### src/rtl/gpu_pkg.sv
// Shared types for the memory arbiter: per-channel FSM state encoding and
// default bus widths.
package gpu_pkg;

    typedef enum logic [2:0] {
        CH_IDLE           = 3'd0,
        CH_READ_WAITING   = 3'd1,
        CH_WRITE_WAITING  = 3'd2,
        CH_READ_RELAYING  = 3'd3,
        CH_WRITE_RELAYING = 3'd4
    } channel_state_t;

    localparam int DEFAULT_ADDR_BITS = 8;
    localparam int DEFAULT_DATA_BITS = 8;

endpackage

### src/rtl/mem_arbiter.sv
// Shares NUM_CHANNELS memory channels among NUM_CONSUMERS requesters. Each
// channel claims one consumer, forwards its request, relays the response, then releases it.
module mem_arbiter
    import gpu_pkg::*;
#(
    parameter int ADDR_BITS     = DEFAULT_ADDR_BITS,
    parameter int DATA_BITS     = DEFAULT_DATA_BITS,
    parameter int NUM_CONSUMERS = 4,
    parameter int NUM_CHANNELS  = 1,
    parameter int WRITE_ENABLE  = 1
) (
    input  logic                                      clk,
    input  logic                                      reset,
    input  logic [NUM_CONSUMERS-1:0]                  consumer_read_valid,
    input  logic [NUM_CONSUMERS-1:0][ADDR_BITS-1:0]   consumer_read_address,
    output logic [NUM_CONSUMERS-1:0]                  consumer_read_ready,
    output logic [NUM_CONSUMERS-1:0][DATA_BITS-1:0]   consumer_read_data,
    input  logic [NUM_CONSUMERS-1:0]                  consumer_write_valid,
    input  logic [NUM_CONSUMERS-1:0][ADDR_BITS-1:0]   consumer_write_address,
    input  logic [NUM_CONSUMERS-1:0][DATA_BITS-1:0]   consumer_write_data,
    output logic [NUM_CONSUMERS-1:0]                  consumer_write_ready,
    output logic [NUM_CHANNELS-1:0]                   mem_read_valid,
    output logic [NUM_CHANNELS-1:0][ADDR_BITS-1:0]    mem_read_address,
    input  logic [NUM_CHANNELS-1:0]                   mem_read_ready,
    input  logic [NUM_CHANNELS-1:0][DATA_BITS-1:0]    mem_read_data,
    output logic [NUM_CHANNELS-1:0]                   mem_write_valid,
    output logic [NUM_CHANNELS-1:0][ADDR_BITS-1:0]    mem_write_address,
    output logic [NUM_CHANNELS-1:0][DATA_BITS-1:0]    mem_write_data,
    input  logic [NUM_CHANNELS-1:0]                   mem_write_ready
);

    localparam int IDX_W = (NUM_CONSUMERS > 1) ? $clog2(NUM_CONSUMERS) : 1;

    // Returns {found, index} of the first set bit of req at or after ptr, wrapping.
    function automatic logic [IDX_W:0] rr_pick(input logic [NUM_CONSUMERS-1:0] req,
                                               input logic [IDX_W-1:0] ptr);
        logic             found;
        logic [IDX_W-1:0] idx;
        logic [IDX_W:0]   j;
        found = 1'b0;
        idx   = '0;
        for (int k = 0; k < NUM_CONSUMERS; k++) begin
            j = {1'b0, ptr} + (IDX_W+1)'(k);
            if (j >= (IDX_W+1)'(NUM_CONSUMERS))
                j = j - (IDX_W+1)'(NUM_CONSUMERS);
            if (!found && req[j[IDX_W-1:0]]) begin
                found = 1'b1;
                idx   = j[IDX_W-1:0];
            end
        end
        return {found, idx};
    endfunction

    logic [NUM_CONSUMERS-1:0]                 claim_reg;
    logic [NUM_CONSUMERS-1:0]                 write_req;
    logic [NUM_CONSUMERS-1:0]                 req_any;
    logic [NUM_CHANNELS-1:0][2:0]             ch_state;
    logic [NUM_CHANNELS-1:0][IDX_W-1:0]       ch_idx;
    logic [NUM_CHANNELS-1:0][IDX_W-1:0]       rr_ptr;
    logic [NUM_CHANNELS-1:0]                  grant_valid;
    logic [NUM_CHANNELS-1:0]                  grant_read;
    logic [NUM_CHANNELS-1:0][IDX_W-1:0]       grant_idx;
    logic [NUM_CONSUMERS-1:0]                 grant_mask;
    logic [NUM_CONSUMERS-1:0]                 release_mask;
    logic [NUM_CHANNELS-1:0]                  rd_done;
    logic [NUM_CHANNELS-1:0]                  wr_done;
    logic [NUM_CHANNELS-1:0]                  rd_release;
    logic [NUM_CHANNELS-1:0]                  wr_release;
    logic [NUM_CONSUMERS-1:0]                 rd_ready_reg;
    logic [NUM_CONSUMERS-1:0][DATA_BITS-1:0]  rd_data_reg;
    logic [NUM_CONSUMERS-1:0]                 wr_ready_reg;

    assign write_req = (WRITE_ENABLE != 0) ? consumer_write_valid : '0;
    assign req_any   = consumer_read_valid | write_req;

    // Channels claim in index order; each grant is hidden from higher channels.
    always_comb begin
        logic [NUM_CONSUMERS-1:0] taken;
        logic [IDX_W:0]           pick;
        taken       = claim_reg;
        pick        = '0;
        grant_valid = '0;
        grant_read  = '0;
        grant_idx   = '0;
        for (int c = 0; c < NUM_CHANNELS; c++) begin
            if (ch_state[c] == CH_IDLE) begin
                pick = rr_pick(req_any & ~taken, rr_ptr[c]);
                if (pick[IDX_W]) begin
                    grant_valid[c]              = 1'b1;
                    grant_idx[c]                = pick[IDX_W-1:0];
                    grant_read[c]               = consumer_read_valid[pick[IDX_W-1:0]];
                    taken[pick[IDX_W-1:0]]      = 1'b1;
                end
            end
        end
        grant_mask = taken & ~claim_reg;
    end

    always_comb begin
        rd_done      = '0;
        wr_done      = '0;
        rd_release   = '0;
        wr_release   = '0;
        release_mask = '0;
        for (int c = 0; c < NUM_CHANNELS; c++) begin
            rd_done[c]    = (ch_state[c] == CH_READ_WAITING)  && mem_read_ready[c];
            wr_done[c]    = (ch_state[c] == CH_WRITE_WAITING) && mem_write_ready[c];
            rd_release[c] = (ch_state[c] == CH_READ_RELAYING)  && !consumer_read_valid[ch_idx[c]];
            wr_release[c] = (ch_state[c] == CH_WRITE_RELAYING) && !consumer_write_valid[ch_idx[c]];
            if (rd_release[c] || wr_release[c])
                release_mask[ch_idx[c]] = 1'b1;
        end
    end

    always_ff @(posedge clk) begin
        if (reset)
            claim_reg <= '0;
        else
            claim_reg <= (claim_reg & ~release_mask) | grant_mask;
    end

    // Consumer-facing handshake registers; a consumer is owned by at most one channel.
    always_ff @(posedge clk) begin
        if (reset) begin
            rd_ready_reg <= '0;
            rd_data_reg  <= '0;
            wr_ready_reg <= '0;
        end else begin
            for (int c = 0; c < NUM_CHANNELS; c++) begin
                if (rd_done[c]) begin
                    rd_data_reg[ch_idx[c]]  <= mem_read_data[c];
                    rd_ready_reg[ch_idx[c]] <= 1'b1;
                end
                if (rd_release[c])
                    rd_ready_reg[ch_idx[c]] <= 1'b0;
                if (wr_done[c])
                    wr_ready_reg[ch_idx[c]] <= 1'b1;
                if (wr_release[c])
                    wr_ready_reg[ch_idx[c]] <= 1'b0;
            end
        end
    end

    assign consumer_read_ready  = rd_ready_reg;
    assign consumer_read_data   = rd_data_reg;
    assign consumer_write_ready = (WRITE_ENABLE != 0) ? wr_ready_reg : '0;

    generate
        for (genvar gi = 0; gi < NUM_CHANNELS; gi++) begin : gen_ch
            channel_state_t       state_reg;
            logic [IDX_W-1:0]     idx_reg;
            logic [IDX_W-1:0]     rr_reg;
            logic                 rd_valid_reg;
            logic [ADDR_BITS-1:0] rd_addr_reg;
            logic                 wr_valid_reg;
            logic [ADDR_BITS-1:0] wr_addr_reg;
            logic [DATA_BITS-1:0] wr_data_reg;

            always_ff @(posedge clk) begin
                if (reset) begin
                    state_reg    <= CH_IDLE;
                    idx_reg      <= '0;
                    rr_reg       <= '0;
                    rd_valid_reg <= 1'b0;
                    rd_addr_reg  <= '0;
                    wr_valid_reg <= 1'b0;
                    wr_addr_reg  <= '0;
                    wr_data_reg  <= '0;
                end else begin
                    case (state_reg)
                        CH_IDLE: begin
                            if (grant_valid[gi]) begin
                                idx_reg <= grant_idx[gi];
                                rr_reg  <= (grant_idx[gi] == IDX_W'(NUM_CONSUMERS - 1))
                                           ? '0 : grant_idx[gi] + 1'b1;
                                if (grant_read[gi]) begin
                                    rd_valid_reg <= 1'b1;
                                    rd_addr_reg  <= consumer_read_address[grant_idx[gi]];
                                    state_reg    <= CH_READ_WAITING;
                                end else begin
                                    wr_valid_reg <= 1'b1;
                                    wr_addr_reg  <= consumer_write_address[grant_idx[gi]];
                                    wr_data_reg  <= consumer_write_data[grant_idx[gi]];
                                    state_reg    <= CH_WRITE_WAITING;
                                end
                            end
                        end
                        CH_READ_WAITING: begin
                            if (rd_done[gi]) begin
                                rd_valid_reg <= 1'b0;
                                state_reg    <= CH_READ_RELAYING;
                            end
                        end
                        CH_WRITE_WAITING: begin
                            if (wr_done[gi]) begin
                                wr_valid_reg <= 1'b0;
                                state_reg    <= CH_WRITE_RELAYING;
                            end
                        end
                        CH_READ_RELAYING: begin
                            if (rd_release[gi])
                                state_reg <= CH_IDLE;
                        end
                        CH_WRITE_RELAYING: begin
                            if (wr_release[gi])
                                state_reg <= CH_IDLE;
                        end
                        default: state_reg <= CH_IDLE;
                    endcase
                end
            end

            assign ch_state[gi]          = state_reg;
            assign ch_idx[gi]            = idx_reg;
            assign rr_ptr[gi]            = rr_reg;
            assign mem_read_valid[gi]    = rd_valid_reg;
            assign mem_read_address[gi]  = rd_addr_reg;
            assign mem_write_valid[gi]   = (WRITE_ENABLE != 0) && wr_valid_reg;
            assign mem_write_address[gi] = (WRITE_ENABLE != 0) ? wr_addr_reg : '0;
            assign mem_write_data[gi]    = (WRITE_ENABLE != 0) ? wr_data_reg : '0;
        end
    endgenerate

endmodule

### config.mk
export PLATFORM = sky130hd
export DESIGN_NAME = mem_arbiter
export DESIGN_NICKNAME = d
export VERILOG_FILES = /design/src/rtl/gpu_pkg.sv /design/src/rtl/mem_arbiter.sv
export SDC_FILE = /design/constraint.sdc
export NUM_CORES = 1
export LEC_CHECK = 0
export ABC_AREA = 0
export BUFFER_PORTS_ARGS = -buffer_cell sky130_fd_sc_hd__clkbuf_2
export CORE_ASPECT_RATIO = 0.8
export CORE_UTILIZATION = 48
export DETAILED_ROUTE_END_ITERATION = 8
export PLACE_DENSITY = 0.86
export SYNTH_ARGS = -nofsm -noshare
export SYNTH_HDL_FRONTEND = slang
export SYNTH_SLANG_ARGS = --single-unit
### constraint.sdc
create_clock -name clk -period 3.17 [get_ports clk]
set_clock_uncertainty 0.1 [all_clocks]
set_input_delay 0.317 -clock clk [delete_from_list [all_inputs] [get_ports clk]]
set_output_delay 0.317 -clock clk [all_outputs]
set_load 0.03 [all_outputs]
==> metrics.txt <==
Post-synth EDFFs=0; FILL cells=between 700 and 800; Hold WC Path Type=in2reg; Pwr Total=around 4.4 mW; Final Max Slew Viols=0; initial antenna violation count=0; met1 global-route usage=33.54%; Setup TNS=0 ns; Chip Width=106.5 um; PnR worst setup slack=between 0.3 and 0.4 ns; setup violators final=0; top_reg_cell synth=dfxtp_1; vias per inst=5.712; multi-input logic area=about 0.0025 mm2; final wirelength=around 12,000 um; CP Class=reg2reg; die area=about 0.009 mm2; critical path cell sequence=o21ba_2 > o32ai_1 > or3_1 > o2111a_1 > o21ai_4 > o211ai_1; slowest stage delay, CP=between 0.5 and 0.6 ns; Post-synth ARST share=0%; Via Count=4,381; Iter 0 DRT Violations=just under 300; Post-Place Setup Slack=between 0.3 and 0.4 ns; RSZ-0062 raised after global routing=no; deepest clock path buffer count=2; Syn Nets=597; Ports=about 180; Core Area=roughly 0.0085 mm2; leading area contributor after synthesis=dfxtp_1; CTS H-Tree Depth=3; global-route wire length before repair=between 15,000 and 20,000 um; share of the synthesized area in the top cell type=between 30 and 40%; Final ANT Viol Nets=0; vias in the first global route=between 4,000 and 5,000; Final Hold Vio Count=0; reg2reg setup slack=between 0.3 and 0.4 ns; mapped cell area=roughly 0.0042 mm2; overflow left after global routing=0; Clock Latency Late Sink=approximately 0.35 ns; slowest CP cell=or3_1; CTS tree=yes; Synth top cells by count=77 x dfxtp_1, 67 x nand2_1, 49 x a21oi_1; GR peak layer=met2; Netlist cell types=50; Cell Rows=30; status=finished clean; WP data required=around 3.3 ns; PostCTS Resize Cnt=0; static leakage=~2.3 nW; DIE HEIGHT=about 86 um; Worst EP arrival=a little under 3 ns; crit-path max FO=16; Crit. End Element=flop; GPL Wtd Cong=between 0.9 and 1; largest net degree at the start of global routing=52; fraction of layout cells with a size suffix above 1=39.24%; number of max-cap violations=0; Worst Tran Pin Value=between 0.7 and 0.8 ns; VDD IR max=between 0.001 and 0.0015 V; crit path launch type=flop; P&R area growth vs syn=28.41%; Final Cycle Share=between 80% and 90%; Initial Util=49.47%; n_diodes=0; WL per Instance=between 15 and 20 um; Yosys warning count=0; DP Wirelength=9158 um; Syn Inst Count=between 400 and 500; cell with the most instances after synthesis=dfxtp_1; port bufs=around 180; GR met3 Demand/Resource=around 6.2%; PwrDens=between 800 and 900 mW/mm2; hold-fix buffers at CTS=0; Register Area=0.001541 mm2; clk sinks=slightly below 80; Area contributors post-synth=dfxtp_1 37%, mux2i_1 11%, mux2_2 6.4%, nand2_1 6.0%, a21oi_1 5.8%; Setup Buffers After CTS=0; Final min period=2.833 ns; buffers and inverters on the worst path=0; sequential-to-total area share from yosys stat=36.73%; Max-slew headroom=48.75%; Tot GR Track Use=approximately 27%; CTS root buf=clkbuf_8; kind of cell adding the most delay to the critical path=compound AO/OA/AOI/OAI gates; flops & latches, synth=77; CTS clock-pin slew for the worst setup and hold paths=~0.090 ns; syn_area_per_cell=around 8.7 um2; fmax=between 0.3 and 0.4 GHz; Post-layout nets=around 770; DRC=0; GR Util met2=44.86%; Pre-antenna DRT Iters=5; CTS buffer count=9
==> final cells by class <==
| class | instances | share of cell area, % |
|---|---|---|
| clock buffers | 9 | 2.299 |
| clock inverters | 7 | 1.416 |
| inverters | 10 | 0.6965 |
| multi-input cells | 359 | 45.67 |
| flip-flops and latches | 77 | 28.60 |
| well taps | 112 | 2.600 |
| repair buffers | 193 | 18.71 |
==> cells by family after synthesis <==
| family | share of synthesized area, % |
|---|---|
| AND/OR/NAND/NOR | 18.43 |
| AO/OA/AOI/OAI | 20.75 |
| flip-flops | 36.73 |
| multiplexers | 18.96 |
| buffers and inverters | 4.830 |
| adder cells (fa/ha/maj) | 0.2981 |
==> tightest hold or removal path: stages <==
cell and delay, ns:
clkbuf_2 0.11, nand3_1 0.07, a21oi_1 0.05
==> power breakdown <==
group          leakage, nW  switching [mW]  internal [mW]
logic                 1.59            1.40          0.989
clock network       0.0837           0.379          0.364
registers            0.627           0.147           1.13
total                 2.30            1.92           2.48
==> placed cells by master (no fill, tap or decap), types with 8 or more instances in the layout <==
master,instances
inv_1,10
buf_4,11
clkbuf_8,9
a21oi_1,49
clkbuf_2,181
o21ai_1,8
nand3_1,45
o311ai_0,8
nor2_1,16
mux2i_1,48
o211ai_2,10
dfxtp_1,77
nand2_1,67
o21ai_0,8
nor2b_1,19
mux2_2,24
==> routing by layer <==
layer	share of wire, %	vias up
met2	49	164
met5	0	-
li1	-	2100
met3	5.4	39
met1	43	2078
met4	3.0	0
==> metrics by stage <==
| stage | hold slack [ns] | util, % | cell area, um2 | instances |
|---|---|---|---|---|
| floorplan | 0.3312 | - | 4197 | 480 |
| detailed placement | 0.3472 | 61.17 | 5189 | 751 |
| global placement | 0.3425 | 61.17 | 5189 | 751 |
| global route | 0.1369 | 63.53 | 5389 | 767 |
| finish | 0.1515 | 63.53 | 5389 | 767 |
| CTS | 0.1352 | 63.53 | 5389 | 767 |
==> path summary, 6_finish.rpt <==
check	to	cells after the start	from
max	mem_write_data[3]	6	flop
min	consumer_read_data[7]	3	mem_read_data[7]
max reg2reg	mem_write_data[3]	6	flop
min reg2reg	consumer_read_data[4]	2	consumer_read_data[4]
No activity file was read; power rests on OpenSTA's default activity.
